==> src/rtl/fifo_wr_arb_pkg.sv <==
// Shared types and sizing helpers for the FIFO write-side arbiter.
package fifo_wr_arb_pkg;

    typedef enum logic {
        IDLE  = 1'b0,
        BURST = 1'b1
    } arb_state_t;

    // Width of the per-grant beat counter; at least one bit even for single-beat bursts.
    function automatic int unsigned beat_cnt_width(input int unsigned max_burst);
        return (max_burst <= 1) ? 1 : $clog2(max_burst);
    endfunction

endpackage

==> src/rtl/fifo_rr_pick.sv <==
// Round-robin picker: first set request at or after start_i, searching upward with wrap.
module fifo_rr_pick #(
    parameter int unsigned NUM_REQ = 4,
    parameter int unsigned ID_W    = $clog2(NUM_REQ)
) (
    input  logic [NUM_REQ-1:0] req_i,
    input  logic [ID_W-1:0]    start_i,
    output logic               found_o,
    output logic [ID_W-1:0]    winner_o
);

    int unsigned idx;

    // Scan from start_i; the first hit wins and later hits are ignored.
    always_comb begin
        found_o  = 1'b0;
        winner_o = '0;
        idx      = 0;
        for (int unsigned i = 0; i < NUM_REQ; i++) begin
            idx = (32'(start_i) + i) % NUM_REQ;
            if (!found_o && req_i[ID_W'(idx)]) begin
                found_o  = 1'b1;
                winner_o = ID_W'(idx);
            end
        end
    end

endmodule

==> src/rtl/fifo_wr_arbiter.sv <==
// Write-side arbiter for the dual-clock FIFO: round-robin, burst-bounded grants of the
// FIFO write port; never writes while the FIFO is full, and flags overflow as sticky.
module fifo_wr_arbiter
    import fifo_wr_arb_pkg::*;
#(
    parameter int unsigned NUM_REQ    = 4,
    parameter int unsigned DATA_WIDTH = 8,
    parameter int unsigned MAX_BURST  = 4,
    parameter int unsigned ID_W       = $clog2(NUM_REQ)
) (
    input  logic                          wt_clk,
    input  logic                          rst,
    input  logic [NUM_REQ-1:0]            req,
    input  logic [NUM_REQ-1:0]            req_last,
    input  logic [NUM_REQ*DATA_WIDTH-1:0] req_data,
    output logic [NUM_REQ-1:0]            ack,
    output logic [NUM_REQ-1:0]            gnt,
    output logic [ID_W-1:0]               active_id,
    output logic                          busy,
    output logic                          fifo_wt_en,
    output logic [DATA_WIDTH-1:0]         fifo_wdata,
    input  logic                          fifo_full,
    input  logic                          fifo_overflow,
    output logic                          err_overflow
);

    localparam int unsigned       CNT_W    = beat_cnt_width(MAX_BURST);
    localparam logic [CNT_W-1:0]  CNT_LAST = CNT_W'(MAX_BURST - 1);
    localparam logic [ID_W-1:0]   ID_LAST  = ID_W'(NUM_REQ - 1);

    arb_state_t           state_q;
    logic [NUM_REQ-1:0]   gnt_q;
    logic [ID_W-1:0]      active_id_q;
    logic [CNT_W-1:0]     beat_cnt_q;
    logic [ID_W-1:0]      rr_ptr_q;     // highest-priority requester for the next IDLE pick
    logic                 err_q;

    logic [DATA_WIDTH-1:0] data_arr [NUM_REQ];
    logic                  owner_req;
    logic                  owner_last;
    logic                  beat;
    logic                  rel;
    logic [ID_W-1:0]       next_id;
    logic [ID_W-1:0]       pick_start;
    logic                  pick_found;
    logic [ID_W-1:0]       pick_id;

    // Unpack the flat data bus so the owner's slice can be selected by index.
    for (genvar k = 0; k < NUM_REQ; k++) begin : g_unpack
        assign data_arr[k] = req_data[k*DATA_WIDTH +: DATA_WIDTH];
    end

    // Beat and release decisions for the current owner; search starts after the owner while bursting.
    always_comb begin
        owner_req  = req[active_id_q];
        owner_last = req_last[active_id_q];
        beat       = (state_q == BURST) && !rst && owner_req && !fifo_full;
        rel        = (state_q == BURST) &&
                     ((beat && (owner_last || (beat_cnt_q == CNT_LAST))) || !owner_req);
        next_id    = (active_id_q == ID_LAST) ? '0 : active_id_q + ID_W'(1);
        pick_start = (state_q == BURST) ? next_id : rr_ptr_q;
    end

    fifo_rr_pick #(
        .NUM_REQ (NUM_REQ),
        .ID_W    (ID_W)
    ) u_pick (
        .req_i    (req),
        .start_i  (pick_start),
        .found_o  (pick_found),
        .winner_o (pick_id)
    );

    assign fifo_wt_en   = beat;
    assign ack          = beat ? (NUM_REQ'(1) << active_id_q) : '0;
    assign fifo_wdata   = (state_q == BURST) ? data_arr[active_id_q] : '0;
    assign gnt          = gnt_q;
    assign active_id    = active_id_q;
    assign busy         = (state_q == BURST);
    assign err_overflow = err_q;

    // Grant FSM: pick in IDLE, hand over without a bubble on release, count beats otherwise.
    always_ff @(posedge wt_clk) begin
        if (rst) begin
            state_q     <= IDLE;
            gnt_q       <= '0;
            active_id_q <= '0;
            beat_cnt_q  <= '0;
            rr_ptr_q    <= '0;
            err_q       <= 1'b0;
        end else begin
            if (fifo_overflow) begin
                err_q <= 1'b1;
            end
            case (state_q)
                IDLE: begin
                    if (pick_found) begin
                        state_q     <= BURST;
                        gnt_q       <= NUM_REQ'(1) << pick_id;
                        active_id_q <= pick_id;
                        beat_cnt_q  <= '0;
                    end
                end
                BURST: begin
                    if (rel) begin
                        rr_ptr_q <= next_id;
                        if (pick_found) begin
                            gnt_q       <= NUM_REQ'(1) << pick_id;
                            active_id_q <= pick_id;
                            beat_cnt_q  <= '0;
                        end else begin
                            state_q <= IDLE;
                            gnt_q   <= '0;
                        end
                    end else if (beat) begin
                        beat_cnt_q <= beat_cnt_q + CNT_W'(1);
                    end
                end
                default: begin
                    state_q <= IDLE;
                    gnt_q   <= '0;
                end
            endcase
        end
    end

endmodule
==> config.mk <==
export PLATFORM = sky130hd
export DESIGN_NAME = fifo_wr_arbiter
export DESIGN_NICKNAME = d
export VERILOG_FILES = /design/src/rtl/fifo_wr_arb_pkg.sv /design/src/rtl/fifo_rr_pick.sv /design/src/rtl/fifo_wr_arbiter.sv
export SDC_FILE = /design/constraint.sdc
export NUM_CORES = 1
export LEC_CHECK = 0
export ABC_AREA = 1
export ABC_CLOCK_PERIOD_IN_PS = 2700
export BUFFER_PORTS_ARGS = -buffer_cell sky130_fd_sc_hd__buf_2
export CORE_MARGIN = 2
export CORE_UTILIZATION = 47
export DETAILED_ROUTE_END_ITERATION = 6
export HOLD_SLACK_MARGIN = 0.02
export PLACE_DENSITY_LB_ADDON = 0.15
export SLEW_MARGIN = 20
export SYNTH_ARGS = -nofsm -noshare
export SYNTH_HDL_FRONTEND = slang
export SYNTH_SLANG_ARGS = --single-unit
==> constraint.sdc <==
create_clock -name wt_clk -period 2.7 [get_ports wt_clk]
set_input_delay 0.81 -clock wt_clk [delete_from_list [all_inputs] [get_ports wt_clk]]
set_output_delay 0.81 -clock wt_clk [all_outputs]
set_load 0.01 [all_outputs]
==> summary.md, run 1 <==
| Metric | Value |
|---|---|
| Result of the run | `finished, final reports clean` |
| Post-synthesis instance area | `1360 sq um` |
| Asr flop ratio synth | `0%` |
| Final Cell Area | `1740 sq um` |
| Number of max-slew violations in the final report | `0` |
| VDD IR-drop max | `0.000817 V` |
| Worst setup SP type | `primary input` |
| Final Power | `0.00151 W` |
| Total number of yosys warnings | `0` |
| FP Rows | `19` |
| Power per standard cell area | `871 nW/um^2` |
| Path type of the worst setup path | `primary input to output port` |
| Worst slew margin relative to its limit | `68.4%` |
| Number of setup buffers added after CTS | `0` |
| Mean post-synth cell area | `5.77 sq um` |
| GPL Wtd Cong | `0.818` |
| Number of port buffers | `64` |
| Largest area contributor in the synthesized netlist | `sky130_fd_sc_hd__dfxtp_1` |
| Most frequent cell after synthesis | `sky130_fd_sc_hd__nor2_1` |
| Startpoint of the lowest-slack register-to-register path | `active_id[0]` |
| Mean number of vias per cell | `5.06` |
| FF+latch area | `240 sq um` |
| Vias in the first global route | `1456` |
| Clock buffer count from CTS | `3` |
| Share of the clock period used by the worst path after layout | `92.2%` |
| Beginning of the worst hold path | `gnt[3]` |
| Leakage dissipation | `0.951 nW` |
| Overall die area | `3340 sq um` |
| Maximum clock path buffer count | `2` |
| Count of filler cells inserted in the layout | `287` |
| Count of nets after finishing | `351` |
| Count of flip-flops with a built-in enable after synthesis | `0` |
| Antenna violations before repair | `0` |
| GRT Overall Usage | `22.1%` |
| Final Setup Violations | `0` |
| TritonCTS clock tree | `built` |
| Total via count after detailed routing | `1674` |
| Final critical path time including I/O delays and setup | `2490 ps` |
| Clock sink count | `12` |
| Summed negative setup slack over all endpoints | `0 ps` |
| Root Driver | `sky130_fd_sc_hd__clkbuf_4` |
| Cells taking the most area after synthesis | `sky130_fd_sc_hd__dfxtp_1 18%, sky130_fd_sc_hd__nor2_1 13%, sky130_fd_sc_hd__nand2_1 13%` |
| Wire length of the first global-routing pass | `6070 microns` |
| Maximum number of pins on one net before global-route repair | `20` |
| Synthesized instance count | `236` |
| Fin Clk Skew | `3.37 ps` |
| Starting density of the core | `49.4%` |
| Total gr overflow | `0` |
| Reported max-cap violation count | `0` |
| Clock input transition at the sequential cells of the worst setup and hold paths | `70 ps` |
| Skew-Pair Late Insertion Delay | `270 ps` |
| Hold-critical path endpoint | `gnt[3]` |
| H-tree level count | `1` |
| Top-level port count | `65` |
| Path category of the worst min-delay check | `flop to flop` |
| Cell types with the highest counts after synthesis | `48 x sky130_fd_sc_hd__nor2_1, 47 x sky130_fd_sc_hd__nand2_1, 23 x sky130_fd_sc_hd__o21ai_0` |
| Number of distinct library cells after synthesis | `28` |
| Die W | `57.8 microns` |
| Share of final-layout standard cells stronger than drive strength 1 | `33.7%` |
| Syn nets | `285` |
| Routed Antenna Nets | `0` |
| Avg WL per Cell | `11.0 microns` |
| ANT cells | `0` |
| DRT iter0 DRCs | `108` |
| Hold Path Stages | `2` |
| Cells on worst reg2reg path | `14` |
| Post-detailed-routing wire length | `3630 microns` |
| Critical path data required time | `1890 ps` |
| Most common flop cell mapped by yosys | `sky130_fd_sc_hd__dfxtp_1` |
| Area occupied by multi-input gates | `997 sq um` |
| CORE AREA | `2760 sq um` |
| Worst reg2reg path endpoint | `active_id[0]` |
| Crit-path max FO | `6` |
| HPWL reported at the end of detailed placement | `2850 microns` |
| Hold Violations, Final | `0` |
| Share of synthesized area occupied by flip-flops and latches | `17.6%` |
| First drt pass iteration count | `4` |
| Post-route DRC | `0` |
| Resized cells post-CTS | `0` |
| Top cell type's share of synthesized area | `17.6%` |
| Flop2flop setup slack | `350 ps` |
| Worst Setup End Kind | `output port` |
| Actual slew at the worst max-slew pin | `474 ps` |
| Flip-flop and latch count after synthesis | `12` |
| Hold_buf cts | `0` |
| Total placed instance area | `1720 sq um` |
| Critical path data arrival time | `1680 ps` |
| Maximum clock rate | `402 MHz` |
| Floorplan die height | `57.8 microns` |
| RSZ-0062 raised after global routing | `no` |
| Post-synthesis to final-layout area growth | `27.7%` |
## per-layer routing
| metal | vias up | GRT usage (%) | wire (microns) |
|---|---|---|---|
| met5 | - | 0 | 0 |
| met4 | 0 | 6.31 | 31 |
| met2 | 33 | 35.6 | 1650 |
| li1 | 898 | - | - |
| met3 | 5 | 2.90 | 138 |
| met1 | 738 | 30.9 | 1810 |
## area by class of cell
class | instances | share of cell area (%)
Multi-Input combinational cell | 195 | 57.4
Inverter | 21 | 4.68
Tap cell | 31 | 2.23
Clock buffer | 3 | 1.30
Sequential cell | 12 | 13.8
Timing Repair Buffer | 69 | 20.6
## layout by cell type, fill, tap and decap left out, types with 4 or more instances in the layout
cell type,instances
sky130_fd_sc_hd__nand2_2,11
sky130_fd_sc_hd__buf_4,5
sky130_fd_sc_hd__o21ai_0,23
sky130_fd_sc_hd__a21oi_1,18
sky130_fd_sc_hd__nand4_1,4
sky130_fd_sc_hd__nor2_1,48
sky130_fd_sc_hd__inv_1,19
sky130_fd_sc_hd__ha_1,5
sky130_fd_sc_hd__dfxtp_1,12
sky130_fd_sc_hd__nand3_1,18
sky130_fd_sc_hd__nand2_1,47
sky130_fd_sc_hd__buf_2,64
## how the worst max path moves through the flow
stage	slack [ps]	to	depth (start not counted)	from
after detailed placement	220	ack[3]	8	req[0]
after floorplan	340	ack[0]	4	rst
after CTS	210	ack[0]	8	req[0]
after global placement	230	ack[0]	8	req[0]
final	210	ack[3]	8	req[0]
after global routing	60	fifo_wdata[2]	6	active_id[0]
## through the flow
stage               cells  utilization (%)  setup WS [ps]  hold WS [ps]
floorplan             236                -            339           488
global placement      328             62.2            230           453
detailed placement    328             62.2            217           456
CTS                   331             63.0            213           472
global route          331             63.0           56.9           494
finish                331             63.0            211           465
## critical path, cell delays in order
cell and delay, ps:
sky130_fd_sc_hd__buf_2 100, sky130_fd_sc_hd__inv_1 60, sky130_fd_sc_hd__o21ai_0 160, sky130_fd_sc_hd__nand2_1 80, sky130_fd_sc_hd__inv_1 80, sky130_fd_sc_hd__nand2_1 140
sky130_fd_sc_hd__nor2_1 120, sky130_fd_sc_hd__buf_2 140
## power breakdown
part | switching, W | internal, W
registers | 0.0000499 | 0.000220
logic | 0.000726 | 0.000412
clock network | 0.0000547 | 0.0000516
## flip-flops by register name, summed over array words and instances, names as in the netlist
register / cells
beat_cnt_q: 2
err_overflow: 1
rr_ptr_q: 2
gnt: 4
busy: 1
active_id: 2
## cells by family (layout without fill, tap and decap cells)
logic type | after synthesis | after routing | share of synthesized area, %
AOI/OAI and AO/OA | 46 | 46 | 18.5
buffers and inverters | 29 | 93 | 9.10
and+or+nand+nor | 144 | 144 | 50.2
adders and majority gates | 5 | 5 | 4.60
DFF | 12 | 12 | 17.6
(Power assumes the default switching activity.)
==> run 2: changes to the inputs <==
Settings changed: CTS_BUF_LIST set to sky130_fd_sc_hd__clkbuf_8 sky130_fd_sc_hd__clkbuf_16, MAX_ROUTING_LAYER set to met4, SYNTH_HIERARCHICAL set to 1.
==> run 2 against run 1 <==
Effect of this change:
- wire length fell by 4.3%
- non-clock buffer count rose by 4
- clock-buffer cell count did not move
- synthesized area rose by 0.92%
- global-route usage fell by 0.53 points
- design area rose by 2.2%
- worst hold slack got worse by 0.68 ps
- critical path type is now flop to output port
==> summary.md, run 2 <==
| Metric | Value |
|---|---|
| Result of the run | `finished, final reports clean (unchanged)` |
| Reported max-cap violation count | `0 (unchanged)` |
| Die W | `58.1 microns (was 57.8 microns)` |
| Share of the clock period used by the worst path after layout | `92.1% (was 92.2%)` |
| ANT cells | `0 (unchanged)` |
| Mean post-synth cell area | `5.87 sq um (was 5.77 sq um)` |
| Number of port buffers | `64 (unchanged)` |
| First drt pass iteration count | `4 (unchanged)` |
| Synthesized instance count | `234 (was 236)` |
| Number of gates on the worst path with buffers counted | `10 (was 8)` |
| Number of max-slew violations in the final report | `0 (unchanged)` |
| Final critical path time including I/O delays and setup | `2490 ps (about the same)` |
| Critical path data arrival time | `1680 ps (about the same)` |
| Maximum number of pins on one net before global-route repair | `23 (was 20)` |
| Clock sink count | `12 (unchanged)` |
| Post-detailed-routing wire length | `3470 microns (was 3630 microns)` |
| H-tree level count | `1 (unchanged)` |
| Fin Clk Skew | `1.87 ps (was 3.37 ps)` |
| Antenna violations before repair | `0 (unchanged)` |
| Post-route worst hold slack | `464 ps (was 465 ps)` |
| Power per standard cell area | `889 nW/um^2 (was 871 nW/um^2)` |
| Vias in the first global route | `1378 (was 1456)` |
| Buffer and inverter count on the worst path | `5 (was 4)` |
| Post-synthesis to final-layout area growth | `29.2% (was 27.7%)` |
| Largest register FFs | `4 (unchanged)` |
| Cells along the critical path | `buf_4 -> inv_2 -> buf_4 -> nand2_1 -> nand3_2 -> nand2_4 -> nor2_4 -> inv_2 -> nor2_1 -> buf_2 (was buf_2 -> inv_1 -> o21ai_0 -> nand2_1 -> inv_1 -> nand2_1 -> nor2_1 -> buf_2)` |
| Most common flop cell mapped by yosys | `sky130_fd_sc_hd__dfxtp_1 (unchanged)` |
| DRT iter0 DRCs | `85 (was 108)` |
| Total gr overflow | `0 (unchanged)` |
| Avg WL per Cell | `10.4 microns (was 11.0 microns)` |
| Root Driver | `sky130_fd_sc_hd__clkbuf_8 (was sky130_fd_sc_hd__clkbuf_4)` |
| CP Launch Point | `active_id[0] (was req[0])` |
| Wire length of the first global-routing pass | `5710 microns (was 6070 microns)` |
| Flip-flop and latch count after synthesis | `12 (unchanged)` |
| Final Power | `0.00158 W (was 0.00151 W)` |
| Share of final-layout standard cells stronger than drive strength 1 | `37.2% (was 33.7%)` |
| RSZ-0062 raised after global routing | `no (unchanged)` |
| Clock buffer count from CTS | `3 (unchanged)` |
| Share of synthesized area occupied by flip-flops and latches | `17.5% (was 17.6%)` |
| VDD IR-drop max | `0.000733 V (was 0.000817 V)` |
| Most frequent cell after synthesis | `sky130_fd_sc_hd__nand2_1 (was sky130_fd_sc_hd__nor2_1)` |
| Count of flip-flops with a built-in enable after synthesis | `0 (unchanged)` |
| Top-level port count | `65 (unchanged)` |
| Hold Path Stages | `2 (unchanged)` |
| Crit-path max FO | `22 (was 6)` |
| End point of the critical path | `ack[0] (was ack[3])` |
| Total number of yosys warnings | `6 (was 0)` |
| Number of setup buffers added after CTS | `0 (unchanged)` |
| Count of placed standard cells in the final layout, fillers left out | `332 (was 331)` |
| Top cell type's share of synthesized area | `17.5% (was 17.6%)` |
| Syn nets | `283 (was 285)` |
| Worst slew margin relative to its limit | `84.4% (was 68.4%)` |
| Count of filler cells inserted in the layout | `268 (was 287)` |
| Leading cell types in the layout, fill and taps excluded | `64 x sky130_fd_sc_hd__buf_2, 52 x sky130_fd_sc_hd__nand2_1, 44 x sky130_fd_sc_hd__nor2_1, 22 x sky130_fd_sc_hd__inv_1, 19 x sky130_fd_sc_hd__o21ai_0 (was 64 x sky130_fd_sc_hd__buf_2, 48 x sky130_fd_sc_hd__nor2_1, 47 x sky130_fd_sc_hd__nand2_1, 23 x sky130_fd_sc_hd__o21ai_0, 19 x sky130_fd_sc_hd__inv_1)` |
| Worst setup SP type | `flop (was primary input)` |
| Post-route DRC | `0 (unchanged)` |
| # placed instances | `329 (was 328)` |
| Count of nets after finishing | `352 (was 351)` |
| Summed negative setup slack over all endpoints | `0 ps (unchanged)` |
| Starting density of the core | `49.8% (was 49.4%)` |
| Total via count after detailed routing | `1614 (was 1674)` |
| Largest area contributor in the synthesized netlist | `sky130_fd_sc_hd__dfxtp_1 (unchanged)` |
| Standard cell with the maximum stage delay on the critical path | `sky130_fd_sc_hd__dfxtp_1 (was sky130_fd_sc_hd__o21ai_0)` |
| Number of distinct library cells after synthesis | `26 (was 28)` |
| Skew-Pair Late Insertion Delay | `240 ps (was 270 ps)` |
| Clock input transition at the sequential cells of the worst setup and hold paths | `50 ps (was 70 ps)` |
| Path category of the worst min-delay check | `flop to flop (unchanged)` |
| GRT Overall Usage | `21.6% (was 22.1%)` |
| Mean number of vias per cell | `4.86 (was 5.06)` |
| Most frequent standard cell in the layout excluding fill and tap cells | `sky130_fd_sc_hd__buf_2 (unchanged)` |
| Worst Setup End Kind | `output port (unchanged)` |
| Kind of cell with the highest combined delay on the critical path | `buffers and inverters (unchanged)` |
| Overall die area | `3370 sq um (was 3340 sq um)` |
| Maximum clock path buffer count | `2 (unchanged)` |
| Resized cells post-CTS | `0 (unchanged)` |
| Final Setup Violations | `0 (unchanged)` |
| Actual slew at the worst max-slew pin | `233 ps (was 474 ps)` |
| Routed Antenna Nets | `0 (unchanged)` |
| Post-synthesis instance area | `1370 sq um (was 1360 sq um)` |
| Path type of the worst setup path | `flop to output port (was primary input to output port)` |
| FP Rows | `19 (unchanged)` |
| GPL Wtd Cong | `0.857 (was 0.818)` |
| Worst path max stage delay | `320 ps (was 160 ps)` |
| HPWL reported at the end of detailed placement | `2670 microns (was 2850 microns)` |
| Critical path data required time | `1890 ps (about the same)` |
| Worst reg2reg path endpoint | `gnt[0] (was active_id[0])` |
| Startpoint of the lowest-slack register-to-register path | `active_id[0] (unchanged)` |
| CORE AREA | `2760 sq um (unchanged)` |
| Cells taking the most area after synthesis | `sky130_fd_sc_hd__dfxtp_1 17%, sky130_fd_sc_hd__nand2_1 14%, sky130_fd_sc_hd__nor2_1 12% (was sky130_fd_sc_hd__dfxtp_1 18%, sky130_fd_sc_hd__nor2_1 13%, sky130_fd_sc_hd__nand2_1 13%)` |
| Leakage dissipation | `0.990 nW (was 0.951 nW)` |
| Floorplan die height | `58.1 microns (was 57.8 microns)` |
| TritonCTS clock tree | `built (unchanged)` |
| Maximum clock rate | `402 MHz (about the same)` |
| Flop2flop setup slack | `320 ps (was 350 ps)` |
| Hold Violations, Final | `0 (unchanged)` |
| Cell types with the highest counts after synthesis | `52 x sky130_fd_sc_hd__nand2_1, 44 x sky130_fd_sc_hd__nor2_1, 22 x sky130_fd_sc_hd__inv_1 (was 48 x sky130_fd_sc_hd__nor2_1, 47 x sky130_fd_sc_hd__nand2_1, 23 x sky130_fd_sc_hd__o21ai_0)` |
| Hold_buf cts | `0 (unchanged)` |
| Cells on worst reg2reg path | `17 (was 14)` |
| Asr flop ratio synth | `0% (unchanged)` |
[run 2: metrics by stage]
stage                     util (%)  worst slack, ps  instance area (sq um)
after floorplan                  -              259                   1370
after global placement        62.9              332                   1730
after detailed placement      62.9              300                   1730
after CTS                     64.4              206                   1780
after global routing          64.4             76.3                   1780
final                         64.4              214                   1780
[run 2: worst register-to-register path, stage by stage (launching register included)]
cell                       delay, ps
sky130_fd_sc_hd__dfxtp_1         340
sky130_fd_sc_hd__buf_4           220
sky130_fd_sc_hd__inv_2            50
sky130_fd_sc_hd__ha_1            290
sky130_fd_sc_hd__nand2_1          50
sky130_fd_sc_hd__nand2_1         180
sky130_fd_sc_hd__inv_2           120
sky130_fd_sc_hd__nand2_2          80
sky130_fd_sc_hd__nand2_2          60
sky130_fd_sc_hd__nand2_2          70
sky130_fd_sc_hd__nand2_2          60
sky130_fd_sc_hd__nor2_4          120
sky130_fd_sc_hd__nand3b_1        200
sky130_fd_sc_hd__inv_1           120
sky130_fd_sc_hd__nand2_1          80
sky130_fd_sc_hd__nand2_2         110
sky130_fd_sc_hd__nand2_1          70
sky130_fd_sc_hd__a21oi_2         100
[run 2: layout make-up]
cell class / instances / area [sq um] / share of cell area, %
multi-input cells: 184 / 956 / 53.8
repair buffers: 73 / 388 / 21.8
flip-flops and latches: 12 / 240 / 13.5
inverters: 29 / 111 / 6.27
clock buffers: 3 / 41.3 / 2.33
well taps: 31 / 38.8 / 2.18
[run 2: logic make-up (layout without fill, tap and decap cells)]
family	Yosys count	in the layout	synth area share, %
and+or+nand+nor	142	142	51.0
buffers and inverters	38	105	12.9
AOI/OAI and AO/OA	37	37	14.0
DFF	12	12	17.5
adders and majority gates	5	5	4.55
[run 2: metal layers]
metal  vias to the layer above  GRT usage [%]  routed length (microns)
li1                        868              -                        -
met1                       694           25.0                     1540
met2                        52           38.8                     1690
met3                         0           5.13                      242
met4                         0           2.33                        0
met5                         -              -                        0
[run 2: how the worst min path moves through the flow]
| stage | startpoint | to | slack (ps) |
|---|---|---|---|
| 2_1_floorplan | rr_ptr_q[0] | rr_ptr_q[0] | 440 |
| 3_3_place_gp | gnt[0] | gnt[0] | 450 |
| 3_5_place_dp | gnt[0] | gnt[0] | 460 |
| 4_1_cts | gnt[0] | gnt[0] | 470 |
| 5_1_grt | rr_ptr_q[0] | rr_ptr_q[0] | 480 |
| 6_report | gnt[0] | gnt[0] | 460 |
[run 2: report_power, final]
part / switching (W) / internal (W) / total, W
logic: 0.000734 / 0.000432 / 0.00117
registers: 0.0000253 / 0.000225 / 0.000250
clock network: 0.0000634 / 0.0000982 / 0.000162
total: 0.000823 / 0.000755 / 0.00158
